## config.mk

```make
export PLATFORM = sky130hd
export DESIGN_NAME = elevator_call_dispatcher_flat
export DESIGN_NICKNAME = d
export VERILOG_FILES = /design/src/rtl/elevator_call_dispatcher_if.sv /design/src/rtl/elevator_call_dispatcher.sv /design/src/flat_wrapper.sv
export SDC_FILE = /design/constraint.sdc
export NUM_CORES = 1
export LEC_CHECK = 0
export ABC_AREA = 1
export CAP_MARGIN = 20
export CELL_PAD_IN_SITES_DETAIL_PLACEMENT = 1
export CELL_PAD_IN_SITES_GLOBAL_PLACEMENT = 2
export CORE_MARGIN = 2
export CORE_UTILIZATION = 38
export DETAILED_ROUTE_END_ITERATION = 10
export GPL_ROUTABILITY_DRIVEN = 0
export PLACE_DENSITY = 0.89
export SLEW_MARGIN = 20
export SYNTH_ARGS = -nofsm -noshare
export SYNTH_HDL_FRONTEND = slang
export SYNTH_SLANG_ARGS = --single-unit
```

## constraint.sdc

```tcl
create_clock -name clk -period 16.5 [get_ports clk]
set_input_delay 4.95 -clock clk [delete_from_list [all_inputs] [get_ports clk]]
set_output_delay 4.95 -clock clk [all_outputs]
set_load 0.02 [all_outputs]
```

## src/rtl/elevator_call_dispatcher_if.sv

```systemverilog
// elevator_call_dispatcher_if: call intake and target request signals between the dispatcher and the elevator side
interface elevator_call_dispatcher_if #(parameter int FLOOR_W = 6);
    logic               call_valid;
    logic [FLOOR_W-1:0] call_floor;
    logic               call_ready;
    logic               call_error;
    logic [FLOOR_W-1:0] elevator_floor;
    logic [FLOOR_W-1:0] requested_floor;
    logic               request_valid;
    logic [1:0]         direction;
    logic               door_open;
    logic [FLOOR_W-1:0] pending_count;
    modport master (
        input  call_valid, call_floor, elevator_floor,
        output call_ready, call_error, requested_floor, request_valid, direction, door_open, pending_count
    );
    modport slave (
        output call_valid, call_floor, elevator_floor,
        input  call_ready, call_error, requested_floor, request_valid, direction, door_open, pending_count
    );
endinterface

```

## src/rtl/elevator_call_dispatcher.sv

```systemverilog
// elevator_call_dispatcher: collects floor calls and issues SCAN-ordered targets with door dwell
module elevator_call_dispatcher #(
    parameter int NUM_FLOORS   = 51,
    parameter int FLOOR_W      = 6,
    parameter int DWELL_CYCLES = 8
) (
    input logic clk,
    input logic reset,
    elevator_call_dispatcher_if.master bus
);
    localparam int CW = $clog2(DWELL_CYCLES + 1);
    localparam logic [FLOOR_W-1:0]    LAST = FLOOR_W'(NUM_FLOORS - 1);
    localparam logic [NUM_FLOORS-1:0] ONE  = NUM_FLOORS'(1);
    localparam logic [1:0] DIR_IDLE = 2'b00;
    localparam logic [1:0] DIR_UP   = 2'b01;
    localparam logic [1:0] DIR_DN   = 2'b10;

    typedef enum logic [1:0] {IDLE, ISSUE, WAIT_ARRIVE, DWELL} state_t;

    state_t                state, state_n;
    logic [NUM_FLOORS-1:0] pend_r, pend_n;
    logic [FLOOR_W-1:0]    target_r, target_n;
    logic [1:0]            dir_r, dir_n;
    logic [CW-1:0]         cnt_r, cnt_n;
    logic                  err_r, err_n;
    logic                  ready_r;
    logic [FLOOR_W-1:0]    ef, up_f, dn_f, sel_f, pc;
    logic                  up_hit, dn_hit, here_hit, sel_hit, up_near, take, absorb;

    assign ef = bus.elevator_floor;
    assign take = bus.call_valid && ready_r;

    // nearest pending floor strictly above and strictly below the cab, plus a pending bit at the cab itself
    always_comb begin
        up_hit = 1'b0;
        up_f = '0;
        dn_hit = 1'b0;
        dn_f = '0;
        here_hit = 1'b0;
        for (int i = NUM_FLOORS - 1; i >= 0; i--)
            if (pend_r[i] && FLOOR_W'(i) > ef) begin
                up_hit = 1'b1;
                up_f = FLOOR_W'(i);
            end
        for (int i = 0; i < NUM_FLOORS; i++) begin
            if (pend_r[i] && FLOOR_W'(i) < ef) begin
                dn_hit = 1'b1;
                dn_f = FLOOR_W'(i);
            end
            if (pend_r[i] && FLOOR_W'(i) == ef)
                here_hit = 1'b1;
        end
    end

    // SCAN choice: keep direction, reverse when nothing is ahead, nearest (ties go up) from idle
    always_comb begin
        up_near = up_hit && (!dn_hit || (up_f - ef) <= (ef - dn_f));
        sel_hit = up_hit || dn_hit || here_hit;
        sel_f = ef;
        if (dir_r == DIR_UP)
            sel_f = up_hit ? up_f : dn_hit ? dn_f : ef;
        else if (dir_r == DIR_DN)
            sel_f = dn_hit ? dn_f : up_hit ? up_f : ef;
        else
            sel_f = up_near ? up_f : dn_hit ? dn_f : ef;
    end

    // population count of the pending bitmap
    always_comb begin
        pc = '0;
        for (int i = 0; i < NUM_FLOORS; i++)
            pc = pc + FLOOR_W'(pend_r[i]);
    end

    // call intake, arrival handling and next-state decision
    always_comb begin
        state_n = state;
        pend_n = pend_r;
        target_n = target_r;
        dir_n = dir_r;
        cnt_n = cnt_r;
        err_n = 1'b0;
        absorb = 1'b0;
        if (take) begin
            if (bus.call_floor > LAST)
                err_n = 1'b1;
            else if (bus.call_floor == ef && (state == IDLE || state == DWELL))
                absorb = 1'b1;
            else
                pend_n = pend_n | (ONE << bus.call_floor);
        end
        case (state)
            IDLE: begin
                if (absorb) begin
                    state_n = DWELL;
                    cnt_n = CW'(DWELL_CYCLES);
                end else if (|pend_r)
                    state_n = ISSUE;
            end
            ISSUE: begin
                if (sel_hit) begin
                    target_n = sel_f;
                    dir_n = sel_f > ef ? DIR_UP : sel_f < ef ? DIR_DN : dir_r;
                    state_n = WAIT_ARRIVE;
                end else begin
                    dir_n = DIR_IDLE;
                    state_n = IDLE;
                end
            end
            WAIT_ARRIVE: begin
                if (ef == target_r) begin
                    pend_n = pend_n & ~(ONE << target_r);
                    cnt_n = CW'(DWELL_CYCLES);
                    state_n = DWELL;
                end else if (dir_r == DIR_UP && up_hit && up_f < target_r)
                    target_n = up_f;
                else if (dir_r == DIR_DN && dn_hit && dn_f > target_r)
                    target_n = dn_f;
            end
            default: begin
                if (absorb)
                    cnt_n = CW'(DWELL_CYCLES);
                else if (cnt_r <= CW'(1)) begin
                    cnt_n = '0;
                    state_n = (|pend_r) ? ISSUE : IDLE;
                    dir_n = (|pend_r) ? dir_r : DIR_IDLE;
                end else
                    cnt_n = cnt_r - CW'(1);
            end
        endcase
    end

    // state registers; reset clears everything immediately
    always_ff @(posedge clk or negedge reset) begin
        if (!reset) begin
            state <= IDLE;
            pend_r <= '0;
            target_r <= '0;
            dir_r <= DIR_IDLE;
            cnt_r <= '0;
            err_r <= 1'b0;
            ready_r <= 1'b0;
        end else begin
            state <= state_n;
            pend_r <= pend_n;
            target_r <= target_n;
            dir_r <= dir_n;
            cnt_r <= cnt_n;
            err_r <= err_n;
            ready_r <= 1'b1;
        end
    end

    assign bus.call_ready = ready_r;
    assign bus.call_error = err_r;
    assign bus.requested_floor = target_r;
    assign bus.request_valid = state == WAIT_ARRIVE;
    assign bus.direction = dir_r;
    assign bus.door_open = state == DWELL;
    assign bus.pending_count = pc;
endmodule

```

## src/flat_wrapper.sv

```systemverilog
// flat-port wrapper written by rule: the top's interface ports become plain ports
module elevator_call_dispatcher_flat 
#(
    parameter int NUM_FLOORS   = 51,
    parameter int FLOOR_W      = 6,
    parameter int DWELL_CYCLES = 8
)
  (clk, reset, bus_call_valid, bus_call_floor, bus_elevator_floor, bus_call_ready, bus_call_error, bus_requested_floor, bus_request_valid, bus_direction, bus_door_open, bus_pending_count);
  elevator_call_dispatcher_if #(.FLOOR_W(FLOOR_W)) bus_i ();
  input logic clk;
  input logic reset;
  input wire logic [$bits(bus_i.call_valid)-1:0] bus_call_valid;
  input wire logic [$bits(bus_i.call_floor)-1:0] bus_call_floor;
  input wire logic [$bits(bus_i.elevator_floor)-1:0] bus_elevator_floor;
  output wire logic [$bits(bus_i.call_ready)-1:0] bus_call_ready;
  output wire logic [$bits(bus_i.call_error)-1:0] bus_call_error;
  output wire logic [$bits(bus_i.requested_floor)-1:0] bus_requested_floor;
  output wire logic [$bits(bus_i.request_valid)-1:0] bus_request_valid;
  output wire logic [$bits(bus_i.direction)-1:0] bus_direction;
  output wire logic [$bits(bus_i.door_open)-1:0] bus_door_open;
  output wire logic [$bits(bus_i.pending_count)-1:0] bus_pending_count;
  assign bus_i.call_valid = bus_call_valid;
  assign bus_i.call_floor = bus_call_floor;
  assign bus_i.elevator_floor = bus_elevator_floor;
  assign bus_call_ready = bus_i.call_ready;
  assign bus_call_error = bus_i.call_error;
  assign bus_requested_floor = bus_i.requested_floor;
  assign bus_request_valid = bus_i.request_valid;
  assign bus_direction = bus_i.direction;
  assign bus_door_open = bus_i.door_open;
  assign bus_pending_count = bus_i.pending_count;
  elevator_call_dispatcher #(.NUM_FLOORS(NUM_FLOORS), .FLOOR_W(FLOOR_W), .DWELL_CYCLES(DWELL_CYCLES)) u_core (.clk(clk), .reset(reset), .bus(bus_i));
endmodule
```

======== Word level (Yosys, flattened, before mapping) ========
Cells that the tools add are included.
storage, ports and cells
  register bits ........................... 67
  bits of input ports ..................... 15
  output and inout bits ................... 18
cells by class
  add/sub/neg operators ................... 53
  $lt $le $gt $ge ......................... 109
  equal/unequal tests ..................... 67
  shift operators ......................... 2
  mux-type cells .......................... 296
  bitwise gates (word level) .............. 5
  reductions and logical operators ........ 176
operators by type and width
  operator                                                   count
  2-to-1 mux 6 bit                                           81
  adder 6 x 1 -> 6 bit                                       49
  2-to-1 mux 51 bit                                          5
  logical AND 1 bit                                          160
  2-to-1 mux 1 bit                                           160
  equality test 6 bit, first input constant                  19
  > comparator 6 bit, first input constant                   19
  less-than comparator 6 bit, first input constant           19
  << shifter 1 x 6 -> 51 bit, first input constant           2
  equality test 5 x 6 -> 1 bit, first input constant         16
  > comparator 5 x 6 -> 1 bit, first input constant          16
  less-than comparator 5 x 6 -> 1 bit, first input constant  16
  2-to-1 mux 5 bit                                           16
  bitwise AND 51 bit                                         1
  NOT 51 bit                                                 1
  OR 51 bit                                                  1
  OR reduction 51 bit                                        1
  equality test 4 x 6 -> 1 bit, first input constant         8
  > comparator 4 x 6 -> 1 bit, first input constant          8
  less-than comparator 4 x 6 -> 1 bit, first input constant  8
  2-to-1 mux 4 bit                                           12
  2-to-1 mux 2 bit                                           14
  equality test 3 x 6 -> 1 bit, first input constant         4
  > comparator 3 x 6 -> 1 bit, first input constant          4
  other kinds (39)                                           68

======== Depth between registers and ports, before layout ========
Gate-level depths: netlist (run 1).
  depth after elaboration ................. 65
  gate-level depth with buffers ........... 83

======== Least setup slack after synthesis (run 1) ========
No wires, ideal clock.
  path type ............................... input port to flip-flop
  from .................................... input bus_elevator_floor[3]
  to ...................................... register u_core.dir_r[1] (netlist: u_core.bus.direction[1])
  arrival time ............................ 11.273 ns
  data required time ...................... 16.404 ns
  slack ................................... 5.132 ns
  cell stages on the path ................. 81
  buffers on the path ..................... 1
  path through ............................ buf_2 nand2_2 o21ai_2 nand2_1 nand2_1 nand2_1 nand2_1 nand2_1 nand2_1 nand2_1 nand2_1 nand2_1 nand2_1 nand2_1 nand2_1 nand2_1 nand2_1 nand2_1 [... 45 more ...] nand2_1 nand2_1 inv_1 a21oi_1 o21ai_0 o21ai_0 nand2_1 o31ai_1 ha_1 inv_1 nor2_1 o21ai_0 nand2_1 nor2_1 a31oi_1 o31ai_1 nand2_1 o31ai_1
between the ends
  longest elaborated chain between the ends .. 64
  elaborated cells between the ends (all ways) .. 588
ends and longest elaborated chain
  what                                line                             RTL
  from (decl)                         flat_wrapper.sv:14               input wire logic [$bits(bus_i.elevator_floor)-1:0] bus_elevator_floor;
  > comparator 6 bit                  elevator_call_dispatcher.sv:41   if (pend_r[i] && FLOOR_W'(i) > ef) begin
  logical AND 1 bit                   elevator_call_dispatcher.sv:41
  2-to-1 mux 6 bit (51 in a row)      elevator_call_dispatcher.sv:41
  subtractor 6 bit                    elevator_call_dispatcher.sv:57   up_near = up_hit && (!dn_hit || (up_f - ef) <= (ef - dn_f));
  <= comparator 6 bit                 elevator_call_dispatcher.sv:57
  logical OR 1 bit                    elevator_call_dispatcher.sv:57
  logical AND 1 bit                   elevator_call_dispatcher.sv:57
  2-to-1 mux 6 bit                    elevator_call_dispatcher.sv:65   sel_f = up_near ? up_f : dn_hit ? dn_f : ef;
  2-to-1 mux 6 bit                    elevator_call_dispatcher.sv:62   else if (dir_r == DIR_DN)
  2-to-1 mux 6 bit                    elevator_call_dispatcher.sv:60   if (dir_r == DIR_UP)
  > comparator 6 bit                  elevator_call_dispatcher.sv:103  dir_n = sel_f > ef ? DIR_UP : sel_f < ef ? DIR_DN : dir_r;
  2-to-1 mux 2 bit                    elevator_call_dispatcher.sv:103
  2-to-1 mux 2 bit                    elevator_call_dispatcher.sv:101  if (sel_hit) begin
  one-hot mux 2 bit (2 select lines)  elevator_call_dispatcher.sv:92   case (state)
  to (signal assigned)                elevator_call_dispatcher.sv:147  dir_r <= dir_n;
  to (decl)                           elevator_call_dispatcher.sv:23   logic [1:0] dir_r, dir_n;
Parallel ways exist; a longest one is shown, timed or not.
A chain may end at the register's enable or synchronous reset.

======== Worst setup path after layout (run 1) ========
  from .................................... input bus_elevator_floor[1]
  to ...................................... register u_core.dir_r[1] (netlist: u_core.bus.direction[1])
Same word-level chain as after synthesis.

==> results_tabular.tex, run 1 <==
\begin{tabular}{lr}
\hline
Metric & Value \\
\hline
\multicolumn{2}{l}{\textbf{Layout}} \\
\quad Highest-count cells in the layout ignoring fill and taps & nand2\_1 (369), inv\_1 (239), nor2\_1 (183) \\
\quad Final-stage net count & 1547 \\
\quad FILL cells & about 3100 \\
\quad Most frequent standard cell in the layout excluding fill and tap cells & nand2\_1 \\
\quad Cell area after layout & about 9800 um\^{}2 \\
\quad Area taken by multi-input logic gates & about 6100 um\^{}2 \\
\quad Fraction of layout cells with a size suffix above 1 & 0.0333 \\
\quad Number of antenna diodes & 0 \\
\quad Layout area overhead & 10.3\% \\
\quad Register cell area after layout & approximately 1700 um\^{}2 \\
\multicolumn{2}{l}{\textbf{Critical path}} \\
\quad Worst-path fanout max & 13 \\
\quad Kind of end point of the critical path & register \\
\quad Critical setup path kind & in -> reg \\
\quad Reg2Reg Depth & 80 \\
\quad Max stage delay cell, worst path & clkdlybuf4s50\_1 \\
\quad Most frequent CP cell & nand2\_1 \\
\quad CP Data Arrival Time & around 14 ns \\
\quad Required time of the worst setup path & between 15 and 20 ns \\
\quad Maximum single-stage delay on the critical path & 0.93 ns \\
\quad Critical Path Source Type & primary input \\
\multicolumn{2}{l}{\textbf{Placed design}} \\
\quad Placed inst area & between 9000 and 10000 um\^{}2 \\
\quad Buffers on Ports & 32 \\
\quad Detailed Place HPWL & 31700 um \\
\multicolumn{2}{l}{\textbf{STA}} \\
\quad FMAX & approximately 72 MHz \\
\quad Final number of setup-violating endpoints & 0 \\
\quad Transition at the pin with the smallest max-transition slack & 1.03 ns \\
\quad Aggregate negative setup slack & 0 ns \\
\quad Relative slew slack & 0.308 \\
\quad Max-slew violation total from the final report & 0 \\
\quad Setup repair after global routing missed its margin & false \\
\quad Final-report hold violation count & 0 \\
\quad Share of the clock period used by the worst path after layout & 0.841 \\
\quad Worst Hold Margin & about 0.55 ns \\
\quad Min Clock Period, post-route & roughly 14 ns \\
\quad Worst clock skew on the final layout & around 0.0062 ns \\
\multicolumn{2}{l}{\textbf{Logic synthesis}} \\
\quad Post-synth EDFFs & 0 \\
\quad Flip-flop cell with the highest count after synthesis & dfrtp\_1 \\
\quad Portion of the post-synthesis area used by sequential elements & 0.189 \\
\quad Ys Warns & 0 \\
\quad Net count of the mapped netlist & between 1500 and 2000 \\
\quad Register bit count reported by yosys & 67 \\
\quad Share of synthesized flip-flops with an asynchronous set or reset & 1.00 \\
\quad Cell count after synthesis & 1419 \\
\quad Post-synthesis instance area & 8880 um\^{}2 \\
\quad Netlist cell types & 54 \\
\quad Average cell area after synthesis & about 6.3 um\^{}2 \\
\multicolumn{2}{l}{\textbf{Pwr}} \\
\quad Static leakage power & a little under 5 nW \\
\quad Maximum ir drop on the vdd rail & approximately 0.59 mV \\
\quad Power density relative to cell area & 254 nW/um\^{}2 \\
\multicolumn{2}{l}{\textbf{CTS}} \\
\quad Hold\_buf cts & 0 \\
\quad Quantity of gates resized following cts & 0 \\
\quad H-Tree Level Count & 3 \\
\quad Maximum buffer depth of the clock tree & 2 \\
\quad Clock edge transition at the registers on the reported setup and hold paths & $\sim$0.06 ns \\
\quad Number of clock sinks seen by CTS & 67 \\
\quad Clk\_lat worst skew & around 0.34 ns \\
\quad Buffer type at the clock tree root & clkbuf\_16 \\
\quad Number of buffers created by CTS & 9 \\
\quad Total setup buffers inserted after CTS & 0 \\
\quad TritonCTS clock tree & done \\
\multicolumn{2}{l}{\textbf{Hold path}} \\
\quad Worst hold path depth & 2 \\
\quad Type of the worst min-delay path & reg -> reg \\
\multicolumn{2}{l}{\textbf{Routing}} \\
\quad DRC viols & 0 \\
\quad Number of detailed-routing iterations run before antenna repair & 6 \\
\quad Average routed wire per standard cell & between 20 and 25 um \\
\quad Antenna viol nets, final & 0 \\
\quad Starting DRT DRC Count & between 900 and 1000 \\
\quad Vias per cell & slightly below 6 \\
\quad WL final & 38700 um \\
\quad Detailed-route via count & 10175 \\
\multicolumn{2}{l}{\textbf{Run}} \\
\quad Total of max-cap violations & 0 \\
\multicolumn{2}{l}{\textbf{GRT}} \\
\quad Initial antenna violation count & 0 \\
\quad Tot GR Track Use & 0.324 \\
\quad Remaining global-route overflow & 0 \\
\quad Vias in the first global route & around 10000 \\
\quad Largest net degree at the start of global routing & a little under 70 \\
\quad Wire length of the first global-routing pass & about 60000 um \\
\multicolumn{2}{l}{\textbf{Floorplanning}} \\
\quad Horizontal die dimension & 157 um \\
\quad Number of placement rows & 55 \\
\quad Total die area & approximately 25000 um\^{}2 \\
\quad Placeable core area & 22800 um\^{}2 \\
\quad Height of the die & 157 um \\
\quad Effective utilization at floorplan & 0.390 \\
\quad Count of boundary I/O pins & 33 \\
\multicolumn{2}{l}{\textbf{Outcome}} \\
\quad Outcome & finished, final reports clean \\
\hline
\end{tabular}
path summary, 6_finish.rpt:
kind                                        from                      end  slack (ns)
setup reg to reg               u_core.pend_r[47]  u_core.bus.direction[1]        8.70
setup / recovery           bus_elevator_floor[1]  u_core.bus.direction[1]        2.62
max in group asynchronous                  reset        u_core.pend_r[35]       11.09
min in group asynchronous                  reset          u_core.cnt_r[0]        4.79
hold reg to reg                  u_core.state[1]          u_core.state[1]        0.55
hold / removal                   u_core.state[1]          u_core.state[1]        0.55
flip-flops by register name, summed over array words and instances (netlist names):
register and count:
u_core.bus.requested_floor 6, u_core.bus.call_error 1, u_core.cnt_r 4, u_core.pend_r 51, u_core.bus.call_ready 1, u_core.bus.direction 2
u_core.state 2
per-layer routing:
metal | track usage | vias to the layer above | share of wire | wire [um]
li1 | - | 4685 | - | -
met1 | 0.455 | 5017 | 0.45 | 17500
met2 | 0.512 | 405 | 0.45 | 17300
met3 | 0.0504 | 68 | 0.071 | 2750
met4 | 0.0979 | 0 | 0.029 | 1110
met5 | 0 | - | 0 | 0
Yosys cell counts, drive strengths merged, types with 3 or more instances:
cell type	count	area share
nand2	373	0.16
inv	248	0.10
nor2	190	0.083
a31oi	80	0.056
nand3	76	0.043
dfrtp	67	0.19
a21oi	59	0.033
o21ai	51	0.029
ha	50	0.070
fa	44	0.099
nor3	28	0.016
nand4	24	0.017
clkbuf	22	0.0093
nor4	20	0.014
xor2	9	0.0089
buf	8	0.0055
o211ai	8	0.0068
a22oi	6	0.0051
xnor2	6	0.0059
clkinv	5	0.0021
a32o	4	0.0045
o22ai	4	0.0028
o31ai	4	0.0034
a2111oi	3	0.0030
a32oi	3	0.0030
o41ai	3	0.0030
stage by stage:
step / utilization / cells / worst slack [ns] / power (mW)
after global routing: 0.430 / 1756 / 1.59 / 2.77
final: 0.430 / 1756 / 2.62 / 2.48
after global placement: 0.418 / 1740 / 2.94 / 2.24
after CTS: 0.430 / 1756 / 2.82 / 2.50
after detailed placement: 0.418 / 1740 / 2.49 / 2.31
after floorplan: - / 1419 / 5.13 / 1.59
layout make-up:
cell class,count,share of cell area
Clock buffer,9,0.0230
Clock inverter,7,0.00588
Inverter,253,0.0970
Multi-Input combinational cell,1069,0.626
Sequential cell,67,0.171
Tap cell,313,0.0400
Timing Repair Buffer,38,0.0368
logic make-up (layout without fill, tap and decap cells):
| group | Yosys count | in the layout | share of synthesized area |
|---|---|---|---|
| and+or+nand+nor | 716 | 716 | 0.336 |
| AOI/OAI and AO/OA | 243 | 243 | 0.168 |
| buffers and inverters | 283 | 307 | 0.122 |
| xor gates and xnor gates | 15 | 15 | 0.0148 |
| other | 1 | 1 | 0.000422 |
| adders and majority gates | 94 | 94 | 0.170 |
| DFF | 67 | 67 | 0.189 |
report_power, final:
part | internal [mW] | switching, mW
combinational | 0.852 | 1.19
sequential | 0.195 | 0.0661
clock | 0.103 | 0.0804
critical path: cells and delay by family:
family          cells  cell delay, ns
simple gates       51            4.35
compound gates     13            1.91
buf+inv             6            1.70
fa+ha+maj           3            0.86
xor+xnor            2            0.32
Note: power is estimated with default switching activity, not from simulation.
==> run 2, diff against run 1 <==
--- a/config.mk
+++ b/config.mk
@@ -10,10 +10,10 @@
 export CELL_PAD_IN_SITES_DETAIL_PLACEMENT = 1
 export CELL_PAD_IN_SITES_GLOBAL_PLACEMENT = 2
 export CORE_MARGIN = 2
-export CORE_UTILIZATION = 38
+export CORE_UTILIZATION = 31
 export DETAILED_ROUTE_END_ITERATION = 10
 export GPL_ROUTABILITY_DRIVEN = 0
-export PLACE_DENSITY = 0.89
+export PLACE_DENSITY = 0.77
 export SLEW_MARGIN = 20
 export SYNTH_ARGS = -nofsm -noshare
 export SYNTH_HDL_FRONTEND = slang
==> constraint.sdc (replaced) <==
create_clock -name clk -period 11.15 [get_ports clk]
set_input_delay 3.345 -clock clk [delete_from_list [all_inputs] [get_ports clk]]
set_output_delay 3.345 -clock clk [all_outputs]
set_load 0.02 [all_outputs]
==> results_tabular.tex, run 2 (synthesis results as in run 1) <==
\begin{tabular}{lr}
\hline
Metric & Value \\
\hline
\multicolumn{2}{l}{\textbf{Routing}} \\
\quad Number of detailed-routing iterations run before antenna repair & 5 \\
\quad WL final & a little over 40000 um \\
\quad Vias per cell & $\sim$5.4 \\
\quad Antenna viol nets, final & 0 \\
\quad Starting DRT DRC Count & between 800 and 900 \\
\quad Detailed-route via count & between 10000 and 15000 \\
\quad DRC viols & 0 \\
\quad Average routed wire per standard cell & about 22 um \\
\multicolumn{2}{l}{\textbf{Pwr}} \\
\quad Maximum ir drop on the vdd rail & between 0.7 and 0.8 mV \\
\quad Static leakage power & 5.40 nW \\
\quad Logic gate share of total power & 0.824 \\
\quad Power dissipated by switching net loads & around 2.0 mW \\
\quad Power Internal & between 1.5 and 2 mW \\
\quad Power density relative to cell area & approximately 360 nW/um\^{}2 \\
\quad Clk pwr share & 0.077 \\
\quad Seq pwr share & 0.099 \\
\quad Fraction of power spent switching nets & 0.521 \\
\multicolumn{2}{l}{\textbf{Critical path}} \\
\quad Critical Path Source Type & primary input \\
\quad Kind of end point of the critical path & register \\
\quad Required time of the worst setup path & 11.38 ns \\
\quad Max stage delay cell, worst path & fa\_2 \\
\quad Worst-path fanout max & 5 \\
\quad Maximum single-stage delay on the critical path & around 0.35 ns \\
\quad Most frequent CP cell & nand2\_1 \\
\quad CP Buf/Inv Count & 12 \\
\quad Critical path's top delay family & simple AND/OR/NAND/NOR gates \\
\quad CP Data Arrival Time & $\sim$11 ns \\
\quad Critical setup path kind & in -> reg \\
\multicolumn{2}{l}{\textbf{Floorplanning}} \\
\quad Number of placement rows & a little over 60 \\
\quad Horizontal die dimension & between 150 and 200 um \\
\quad Height of the die & roughly 170 um \\
\quad Count of boundary I/O pins & 33 \\
\quad Total die area & roughly 30000 um\^{}2 \\
\quad Placeable core area & approximately 28000 um\^{}2 \\
\quad Effective utilization at floorplan & 0.317 \\
\multicolumn{2}{l}{\textbf{Outcome}} \\
\quad Outcome & finished, final reports clean \\
\multicolumn{2}{l}{\textbf{Run}} \\
\quad Total of max-cap violations & 0 \\
\multicolumn{2}{l}{\textbf{Layout}} \\
\quad Register cell area after layout & between 1500 and 2000 um\^{}2 \\
\quad Number of antenna diodes & 0 \\
\quad Highest-count cells in the layout ignoring fill and taps & nand2\_1 (355), inv\_1 (234), nor2\_1 (172) \\
\quad Number of non-filler instances in the completed layout & around 1900 \\
\quad Most flop-heavy register & u\_core.pend\_r \\
\quad Fraction of layout cells with a size suffix above 1 & 0.121 \\
\quad Max reg flops & between 50 and 60 \\
\quad FILL cells & 3693 \\
\quad Most frequent standard cell in the layout excluding fill and tap cells & nand2\_1 \\
\quad Area taken by multi-input logic gates & about 6300 um\^{}2 \\
\quad Final-stage net count & between 1500 and 2000 \\
\quad Fin util & 0.384 \\
\quad Layout area overhead & 21.2\% \\
\multicolumn{2}{l}{\textbf{CTS}} \\
\quad Clock edge transition at the registers on the reported setup and hold paths & roughly 0.06 ns \\
\quad Number of buffers created by CTS & 9 \\
\quad Buffer type at the clock tree root & clkbuf\_16 \\
\quad Maximum buffer depth of the clock tree & 2 \\
\quad TritonCTS clock tree & done \\
\quad Clk\_lat worst skew & between 0.3 and 0.4 ns \\
\quad Number of clock sinks seen by CTS & 67 \\
\quad H-Tree Level Count & 3 \\
\multicolumn{2}{l}{\textbf{Hold path}} \\
\quad Type of the worst min-delay path & reg -> reg \\
\multicolumn{2}{l}{\textbf{GRT}} \\
\quad Vias in the first global route & 10246 \\
\quad Remaining global-route overflow & 0 \\
\quad Largest net degree at the start of global routing & between 60 and 70 \\
\quad Initial antenna violation count & 0 \\
\quad Tot GR Track Use & 0.267 \\
\quad Wire length of the first global-routing pass & roughly 62000 um \\
\multicolumn{2}{l}{\textbf{STA}} \\
\quad Transition at the pin with the smallest max-transition slack & approximately 1.1 ns \\
\quad Relative slew slack & 0.243 \\
\quad Min Clock Period, post-route & approximately 10 ns \\
\quad Max-slew violation total from the final report & 0 \\
\quad Aggregate negative setup slack & 0 ns \\
\quad Final number of setup-violating endpoints & 0 \\
\quad FMAX & 95.6 MHz \\
\quad Worst clock skew on the final layout & 0.00675 ns \\
\quad Share of the clock period used by the worst path after layout & 0.938 \\
\quad Final-report hold violation count & 0 \\
\multicolumn{2}{l}{\textbf{Placed design}} \\
\quad Count of placed standard cells including taps & $\sim$1900 \\
\quad Detailed Place HPWL & between 30000 and 40000 um \\
\quad Buffers on Ports & 32 \\
\hline
\end{tabular}
==> run 2: cell count changes in the layout (fill, tap and decap cells not counted), sizes merged <==
cell / before / now
clkinv: 6 / 8
clkbuf: 9 / 16
buf: 7 / 87
inv: 251 / 250
clkinvlp: 3 / 1
clkdlybuf4s50: 31 / 25
bufinv: 0 / 1
==> run 2: routing by layer <==
| layer | GRT usage | wire [um] | up-vias |
|---|---|---|---|
| met4 | 0.0597 | 958 | 0 |
| met3 | 0.0167 | 2030 | 53 |
| met1 | 0.397 | 19800 | 5127 |
| met2 | 0.422 | 18100 | 315 |
| li1 | - | - | 4863 |
| met5 | 0 | 0 | - |
==> run 2: path summary, 6_finish.rpt <==
kind / start / endpoint / slack [ns] / depth (start not counted)
max in group asynchronous: reset / u_core.pend_r[19] / 7.34 / 2
min in group asynchronous: reset / u_core.cnt_r[3] / 3.21 / 2
hold reg to reg: u_core.bus.direction[0] / u_core.bus.direction[0] / 0.56 / 1
hold / removal: u_core.bus.direction[0] / u_core.bus.direction[0] / 0.56 / 1
setup / recovery: bus_elevator_floor[5] / u_core.bus.direction[0] / 0.69 / 78
setup reg to reg: u_core.pend_r[47] / u_core.bus.direction[0] / 3.57 / 78
==> run 2: final cells by class <==
class | count | area share
Multi-Input combinational cell | 1069 | 0.590
Sequential cell | 67 | 0.156
Timing Repair Buffer | 119 | 0.0920
Inverter | 253 | 0.0894
Tap cell | 378 | 0.0440
Clock buffer | 9 | 0.0209
Clock inverter | 7 | 0.00779
==> run 2: through the flow <==
step | setup WS (ns) | hold WS, ns | cell area [um^2] | total power, mW
floorplan | 1.39 | 0.503 | 8880 | 2.35
global placement | -0.288 | 0.536 | 10100 | 3.45
detailed placement | -0.529 | 0.548 | 10100 | 3.50
CTS | 0.0449 | 0.563 | 10400 | 3.82
global route | -0.117 | 0.596 | 10800 | 4.26
finish | 0.686 | 0.563 | 10800 | 3.89
==> run 2: worst register-to-register path: cells and delay by family, from the launching register on <==
kind	cells	cell delay (ns)
adder cells (fa/ha/maj)	4	1.02
buffers and inverters	6	0.86
flip-flops	1	0.43
AND/OR/NAND/NOR	56	3.52
AO/OA/AOI/OAI	11	1.49
XOR/XNOR	1	0.18
==> run 2: power groups by stage <==
stage / combinational, mW / sequential (mW) / clock (mW)
2_1_floorplan: 1.99 / 0.353 / 0
3_3_place_gp: 3.06 / 0.386 / 0
3_5_place_dp: 3.11 / 0.388 / 0
4_1_cts: 3.13 / 0.383 / 0.301
5_1_grt: 3.56 / 0.391 / 0.313
6_report: 3.21 / 0.387 / 0.299
==> run 2: repair_timing <==
action,in CTS,in global routing
hold buffers,0,0
setup buffers,0,13
gates resized for setup,6,88
endpoints found under the setup margin,2,2
cloned,0,1
hold endpoints to repair,0,0
pin swaps,0,31
